===== src/rtl/instr_fetch_unit.sv =====
`default_nettype none
// ============================================================================
// Module   : instr_fetch_unit
// Brief    : Two-byte instruction fetch from byte-wide memory into a 16-bit IR
// Revision : 1.0
// ============================================================================
module instr_fetch_unit #(
    parameter int ADDRESS_WIDTH = 3,
    parameter int DATA_WIDTH    = 8,
    parameter int INSTR_WIDTH   = 2 * DATA_WIDTH
) (
    input  logic                     clk,
    input  logic                     rst_n,
    input  logic [ADDRESS_WIDTH-1:0] pc_i,
    input  logic                     fetch_start_i,
    input  logic                     flush_i,
    output logic                     mem_rd_en_o,
    output logic [ADDRESS_WIDTH-1:0] mem_addr_o,
    input  logic [DATA_WIDTH-1:0]    mem_rdata_i,
    input  logic                     mem_rvalid_i,
    output logic [INSTR_WIDTH-1:0]   instr_o,
    output logic                     instr_valid_o,
    output logic [ADDRESS_WIDTH-1:0] fetch_pc_o,
    output logic                     busy_o
);

    localparam logic [2:0] S_IDLE    = 3'd0;
    localparam logic [2:0] S_REQ_LO  = 3'd1;
    localparam logic [2:0] S_WAIT_LO = 3'd2;
    localparam logic [2:0] S_REQ_HI  = 3'd3;
    localparam logic [2:0] S_WAIT_HI = 3'd4;
    localparam logic [2:0] S_DONE    = 3'd5;
    localparam logic [2:0] S_DRAIN   = 3'd6;

    localparam logic [ADDRESS_WIDTH-1:0] ADDR_ONE = 1;

    logic [2:0]               state_q, state_d;
    logic [ADDRESS_WIDTH-1:0] base_q,  base_d;
    logic [DATA_WIDTH-1:0]    lo_q,    lo_d;
    logic [INSTR_WIDTH-1:0]   instr_q, instr_d;
    logic [ADDRESS_WIDTH-1:0] fpc_q,   fpc_d;
    logic                     rd_en_q, rd_en_d;
    logic [ADDRESS_WIDTH-1:0] addr_q,  addr_d;
    logic                     valid_q, valid_d;
    logic                     busy_q,  busy_d;

    always_comb begin
        state_d = state_q;
        base_d  = base_q;
        lo_d    = lo_q;
        instr_d = instr_q;
        fpc_d   = fpc_q;

        case (state_q)
            S_IDLE: begin
                if (fetch_start_i && !flush_i) begin
                    base_d  = pc_i;
                    state_d = S_REQ_LO;
                end
            end
            S_REQ_LO: begin
                state_d = flush_i ? S_IDLE : S_WAIT_LO;
            end
            S_WAIT_LO: begin
                // A flush with no data yet still owes us one response: drain it.
                if (flush_i) begin
                    state_d = mem_rvalid_i ? S_IDLE : S_DRAIN;
                end else if (mem_rvalid_i) begin
                    lo_d    = mem_rdata_i;
                    state_d = S_REQ_HI;
                end
            end
            S_REQ_HI: begin
                state_d = flush_i ? S_IDLE : S_WAIT_HI;
            end
            S_WAIT_HI: begin
                if (flush_i) begin
                    state_d = mem_rvalid_i ? S_IDLE : S_DRAIN;
                end else if (mem_rvalid_i) begin
                    instr_d = {mem_rdata_i, lo_q};
                    fpc_d   = base_q;
                    state_d = S_DONE;
                end
            end
            S_DONE: begin
                state_d = S_IDLE;
            end
            S_DRAIN: begin
                if (mem_rvalid_i) begin
                    state_d = S_IDLE;
                end
            end
            default: begin
                state_d = S_IDLE;
            end
        endcase

        rd_en_d = (state_d == S_REQ_LO) || (state_d == S_REQ_HI);
        addr_d  = addr_q;
        if (state_d == S_REQ_LO) begin
            addr_d = base_d;
        end else if (state_d == S_REQ_HI) begin
            addr_d = base_q + ADDR_ONE;
        end
        valid_d = (state_d == S_DONE);
        busy_d  = (state_d != S_IDLE);
    end

    always_ff @(posedge clk or negedge rst_n) begin
        if (!rst_n) begin
            state_q <= S_IDLE;
            base_q  <= '0;
            lo_q    <= '0;
            instr_q <= '0;
            fpc_q   <= '0;
            rd_en_q <= 1'b0;
            addr_q  <= '0;
            valid_q <= 1'b0;
            busy_q  <= 1'b0;
        end else begin
            state_q <= state_d;
            base_q  <= base_d;
            lo_q    <= lo_d;
            instr_q <= instr_d;
            fpc_q   <= fpc_d;
            rd_en_q <= rd_en_d;
            addr_q  <= addr_d;
            valid_q <= valid_d;
            busy_q  <= busy_d;
        end
    end

    // Flush acts within its own cycle: it kills a pending strobe or valid pulse.
    assign mem_rd_en_o   = rd_en_q & ~flush_i;
    assign instr_valid_o = valid_q & ~flush_i;
    assign mem_addr_o    = addr_q;
    assign instr_o       = instr_q;
    assign fetch_pc_o    = fpc_q;
    assign busy_o        = busy_q;

endmodule
`default_nettype wire


===== config.mk =====
export PLATFORM = sky130hd
export DESIGN_NAME = instr_fetch_unit
export DESIGN_NICKNAME = d
export VERILOG_FILES = /design/src/rtl/instr_fetch_unit.sv
export SDC_FILE = /design/constraint.sdc
export NUM_CORES = 1
export LEC_CHECK = 0
export ABC_AREA = 1
export BUFFER_PORTS_ARGS = -buffer_cell sky130_fd_sc_hd__buf_2
export CAP_MARGIN = 5
export CORE_UTILIZATION = 52
export DETAILED_ROUTE_END_ITERATION = 8
export GPL_TIMING_DRIVEN = 0
export PLACE_DENSITY_LB_ADDON = 0.15
export REMOVE_ABC_BUFFERS = 1
export SLEW_MARGIN = 20
export SYNTH_ARGS = -nofsm -noshare
export SYNTH_HDL_FRONTEND = slang
export SYNTH_SLANG_ARGS = --single-unit

===== constraint.sdc =====
create_clock -name clk -period 1.45 [get_ports clk]
set_input_delay 0 -clock clk [delete_from_list [all_inputs] [get_ports clk]]
set_output_delay 0 -clock clk [all_outputs]
set_load 0.1 [all_outputs]

# After elaboration in Yosys (flattened, before gate mapping)
# Cells that the tools add are included.
[totals] wordCells=43 regBits=39
[op_classes] addsub=1 muxes=14 n_reduce_logical=8 eq_ne=8 n_bitwise=3
[op_table] cell="two-way mux 3 bit" count=12
[op_table] cell="one-hot mux 3 bit (6 select lines)" count=1
[op_table] cell="== test 3 x 2 -> 1 bit, second input constant" count=3
[op_table] cell="== test 3 bit, second input constant" count=3
[op_table] cell="== test 3 x 1 -> 1 bit, second input constant" count=2
[op_table] cell="AND reduction 3 bit" count=2
[op_table] cell="adder 3 x 1 -> 3 bit, second input constant" count=1
[op_table] cell="logical NOT 3 bit" count=1
[op_table] cell="nonzero test 3 bit" count=1
[op_table] cell="AND 1 bit" count=2
[op_table] cell="two-way mux 2 bit" count=1
[op_table] cell="nonzero test 2 bit" count=1
[op_table] cell="logical AND 1 bit" count=1
[op_table] cell="logical NOT 1 bit" count=1
[op_table] cell="logical OR 1 bit" count=1
[op_table] cell="inverter 1 bit" count=1

# Logic depth before layout (Yosys ltp)
[depth] ltp_word=7 mapped_depth=8 ltp_nobuf=8

# Least setup slack after synthesis
# OpenSTA, ideal clock, no wires.
[synth_timing] path_kind="flip-flop to output port" startpoint="register valid_q" endpoint="output instr_valid_o" stages_incl_launch_ff=3 arrival_time_ns=1.590 slack_ns=-0.140 cell_sequence="dfrtp_1 inv_1 nor2_1"
[synth_between] elab_chain_len=1
[synth_lines] item="start, declared" line="44" rtl="logic valid_q, valid_d;"
[synth_lines] item="start signal, assigned" line="128" rtl="valid_q <= valid_d;"
[synth_lines] item="AND 1 bit" line="135" rtl="assign instr_valid_o = valid_q & ~flush_i;"
[synth_lines] item="end, declared" line="22" rtl="output logic instr_valid_o,"
# No other way between the ends.

# Worst setup path after layout
[layout_timing] startpoint="register state_q[0]" endpoint="register instr_q[3] (netlist: instr_o[3])"
[layout_between] elab_chain_len=2
[layout_lines] item="start, declared" line="37" rtl="logic [2:0] state_q, state_d;"
[layout_lines] item="start signal, assigned" line="121" rtl="state_q <= state_d;"
[layout_lines] item="== test 3 bit" line="54" rtl="case (state_q)"
[layout_lines] item="AND reduction 3 bit (no line)"
[layout_lines] item="end signal, assigned" line="124" rtl="instr_q <= instr_d;"
[layout_lines] item="end, declared" line="40" rtl="logic [INSTR_WIDTH-1:0] instr_q, instr_d;"
# No other way between the ends.
# A chain may end at the register's enable or synchronous reset.

==> metrics.txt <==
# TYPE chip_impl_metric gauge
chip_impl_metric{name="gpl.final_weighted_congestion",unit=""} 0.966
chip_impl_info{name="min_from",value="mem_rvalid_i"} 1
chip_impl_metric{name="tightest_slew_margin_relative_to_the_limit",unit=""} 0.443
chip_impl_metric{name="detailedRoute.firstPassIterationCount",unit=""} 4
chip_impl_info{name="synth_area_leader_cell",value="dfrtp_1"} 1
chip_impl_metric{name="ctsHtreeMaxLevel",unit=""} 2
chip_impl_metric{name="effective_utilization_at_floorplan",unit=""} 0.550
chip_impl_metric{name="globalRouteMet3Util",unit=""} 0.0659
chip_impl_metric{name="stdcell_count",unit=""} 289
chip_impl_metric{name="route.final.wire_length",unit="µm"} 3460
chip_impl_metric{name="yosys_register_bits",unit=""} 39
chip_impl_metric{name="max_freq",unit="MHz"} 736
chip_impl_info{name="cts_tree",value="built"} 1
chip_impl_metric{name="maxCapViolCount",unit=""} 0
chip_impl_info{name="globalRoute.busiestLayer",value="met2"} 1
chip_impl_info{name="synth.most_common_cell",value="nand2_1"} 1
chip_impl_metric{name="synth.distinct_cells",unit=""} 19
chip_impl_metric{name="area_delta_synth_final",unit="%"} 28.6
chip_impl_metric{name="syn-mean-instance-area",unit="µm²"} 9.18
chip_impl_metric{name="period_utilisation_layout",unit=""} 0.937
chip_impl_metric{name="fin_crit",unit="ps"} 1360
chip_impl_metric{name="clock_insertion_delay_worst_skew",unit="ps"} 340
chip_impl_metric{name="clock_transition_at_the_registers_of_the_reported_paths",unit="ps"} 110
chip_impl_metric{name="pins_over_their_slew_limit",unit=""} 0
chip_impl_metric{name="grt_antenna_before_repair",unit=""} 0
chip_impl_metric{name="placed_area",unit="mm²"} 0.00188
chip_impl_metric{name="globalRouteMet1Util",unit=""} 0.287
chip_impl_info{name="status",value="completed"} 1
chip_impl_metric{name="first_iter_violations",unit=""} 73
chip_impl_info{name="timing.critical_path.to_type",value="flip-flop"} 1
chip_impl_metric{name="yosysWarningCount",unit=""} 0
chip_impl_info{name="timing.critical_path.from",value="state_q[0]"} 1
chip_impl_metric{name="inst_count_dp",unit=""} 261
chip_impl_metric{name="required",unit="ps"} 1680
chip_impl_metric{name="globalRoute.totalOverflow",unit=""} 0
chip_impl_metric{name="placement_rows",unit=""} 20
chip_impl_metric{name="dp.final_hpwl",unit="µm"} 2120
chip_impl_metric{name="fin_hold_ws",unit="ps"} 36.9
chip_impl_metric{name="via_density_per_instance",unit=""} 4.79
chip_impl_metric{name="detail-route-antenna-nets",unit=""} 0
chip_impl_metric{name="postLayoutSetupSlackWorst",unit="ps"} 91.2
chip_impl_info{name="start_kind",value="flip-flop"} 1
chip_impl_metric{name="worstPathArrival",unit="ps"} 1590
chip_impl_metric{name="cts-root-to-sink-buffers",unit=""} 2
chip_impl_info{name="worst_r2r_startpoint",value="state_q[0]"} 1
chip_impl_metric{name="post-synth-top-area-fraction",unit=""} 0.581
chip_impl_metric{name="avgRoutedWirePerCell",unit="µm"} 12.0
chip_impl_metric{name="core",unit="mm²"} 0.00305
chip_impl_metric{name="synthesis.instances",unit=""} 183
chip_impl_info{name="ys.flop_type",value="dfrtp_1"} 1
chip_impl_metric{name="grt_pass1_wl",unit="µm"} 5820
chip_impl_info{name="crit_path_kind",value="reg2reg"} 1
chip_impl_metric{name="synth_enable_flop_cells",unit=""} 0
chip_impl_metric{name="hold_viol",unit=""} 0
chip_impl_metric{name="timing.reg2reg.setup_slack",unit="ps"} 90
chip_impl_info{name="holdCritPathClass",value="in2reg"} 1
chip_impl_metric{name="final_net_count",unit=""} 261
chip_impl_metric{name="gr-usage-met2",unit=""} 0.381
chip_impl_metric{name="dieArea",unit="mm²"} 0.00346
chip_impl_metric{name="grt_max_degree",unit=""} 40
chip_impl_metric{name="finalSetupViolCount",unit=""} 0
chip_impl_metric{name="vias",unit=""} 1384
chip_impl_metric{name="die_x",unit="µm"} 58.8
chip_impl_metric{name="cp_max_fo",unit=""} 15
chip_impl_metric{name="antenna_cells",unit=""} 0
chip_impl_info{name="clockRootBuffer",value="clkbuf_4"} 1
chip_impl_info{name="ys_top_cells_by_count",value="nand2_1 (61), dfrtp_1 (39), inv_1 (18), nor2_1 (12), o21ai_0 (12)"} 1
chip_impl_metric{name="numPortBuffers",unit=""} 40
chip_impl_metric{name="grt_use_total",unit=""} 0.233
chip_impl_metric{name="drive_gt1_frac",unit=""} 0.286
chip_impl_metric{name="worst_pin_slew",unit="ps"} 835
chip_impl_metric{name="worst_clock_skew",unit="ps"} 12.5
chip_impl_metric{name="fin_area",unit="mm²"} 0.00216
chip_impl_info{name="netlist_top_cells_area",value="dfrtp_1 (58%), nand2_1 (14%), inv_1 (4.0%)"} 1
chip_impl_metric{name="synth-seq-area-share",unit=""} 0.581
chip_impl_metric{name="dp_slack",unit="ps"} -340
chip_impl_metric{name="floorplan.io_pins",unit=""} 41
chip_impl_metric{name="synth_async_sr_flop_share",unit=""} 1.00
chip_impl_metric{name="vias_in_the_first_global_route",unit=""} 1350
chip_impl_metric{name="syn-cell-area",unit="mm²"} 0.00168
chip_impl_metric{name="dieHeight",unit="µm"} 58.8
chip_impl_metric{name="cts.sinks",unit=""} 39
chip_impl_metric{name="tritoncts.num_buffers",unit=""} 5
chip_impl_metric{name="detail_route.drc_violations",unit=""} 0
[cells by family after synthesis]
kind of cell | after synthesis | synth area share
adder cells (fa/ha/maj) | 1 | 0.00745
XOR/XNOR | 1 | 0.00522
flip-flops | 39 | 0.581
AND/OR/NAND/NOR | 89 | 0.250
buffers and inverters | 28 | 0.0805
AO/OA/AOI/OAI | 25 | 0.0760
[timing repair]
item / 4_1_cts / 5_1_grt
setup endpoints to repair: 26 / 14
pin swaps: 1 / 2
hold buffers: 12 / 0
resized for setup: 2 / 3
gates cloned: 1 / 0
buffers inserted: 4 / 3
hold endpoints to repair: 58 / 0
[flip-flops by register name, summed over array words and instances (netlist names)]
signal and count:
valid_q 1, fetch_pc_o 3, instr_o 16, rd_en_q 1, lo_q 8, mem_addr_o 3, state_q 3, base_q 3
busy_o 1
[metal layers]
metal | vias up | part of all wire
met3 | 5 | 0.049
met2 | 41 | 0.49
met5 | - | 0
li1 | 696 | -
met1 | 642 | 0.45
met4 | 0 | 0.016
[through the flow]
stage / TNS (ps) / utilization
after detailed placement: -5600 / 0.616
after floorplan: -454 / -
after CTS: 0 / 0.691
after global placement: -4940 / 0.616
after global routing: -36.8 / 0.707
final: 0 / 0.707
[cell type report]
class | count | area [µm²]
Multi-Input combinational cell | 117 | 606
Clock inverter | 2 | 12.5
Sequential cell | 39 | 977
Clock buffer | 6 | 41.3
Fill cell | 253 | 893
Tap cell | 44 | 55.1
Timing Repair Buffer | 59 | 385
Inverter | 22 | 82.6
[cell usage in the layout (no fill, tap or decap)]
master,netlist,layout
nand2_1,61,61
buf_2,0,40
dfrtp_1,39,38
inv_1,18,18
nor2_1,12,12
o21ai_0,12,12
dlygate4sd3_1,0,12
nand3_1,6,6
a21oi_1,6,6
o21ai_1,6,6
buf_4,2,6
nand3_4,2,5
clkbuf_4,0,5
inv_2,4,4
nor2_4,3,4
nand3_2,4,2
o21a_1,1,1
xor2_1,1,1
ha_1,1,1
clkinvlp_4,0,1
clkbuf_1,1,1
clkinv_2,0,1
buf_12,0,1
dfrtp_2,0,1
[worst paths after layout]
| check | to | cells after the start |
|---|---|---|
| worst max register to register | instr_o[3] | 5 |
| worst min-delay path | state_q[1] | 4 |
| worst min register to register | instr_o[0] | 2 |
| max in group asynchronous | state_q[2] | 2 |
| worst max-delay path | instr_o[3] | 5 |
| min in group asynchronous | lo_q[1] | 2 |
[worst max-delay path, stage by stage (launching register included)]
cell and delay, ps:
dfrtp_1 480, nor2_4 210, buf_4 160, nand3_4 170
nand2_1 120, o21ai_0 100
Power is not shown: default switching activity piles up to over one toggle a cycle in this logic, so the estimate is an artifact.
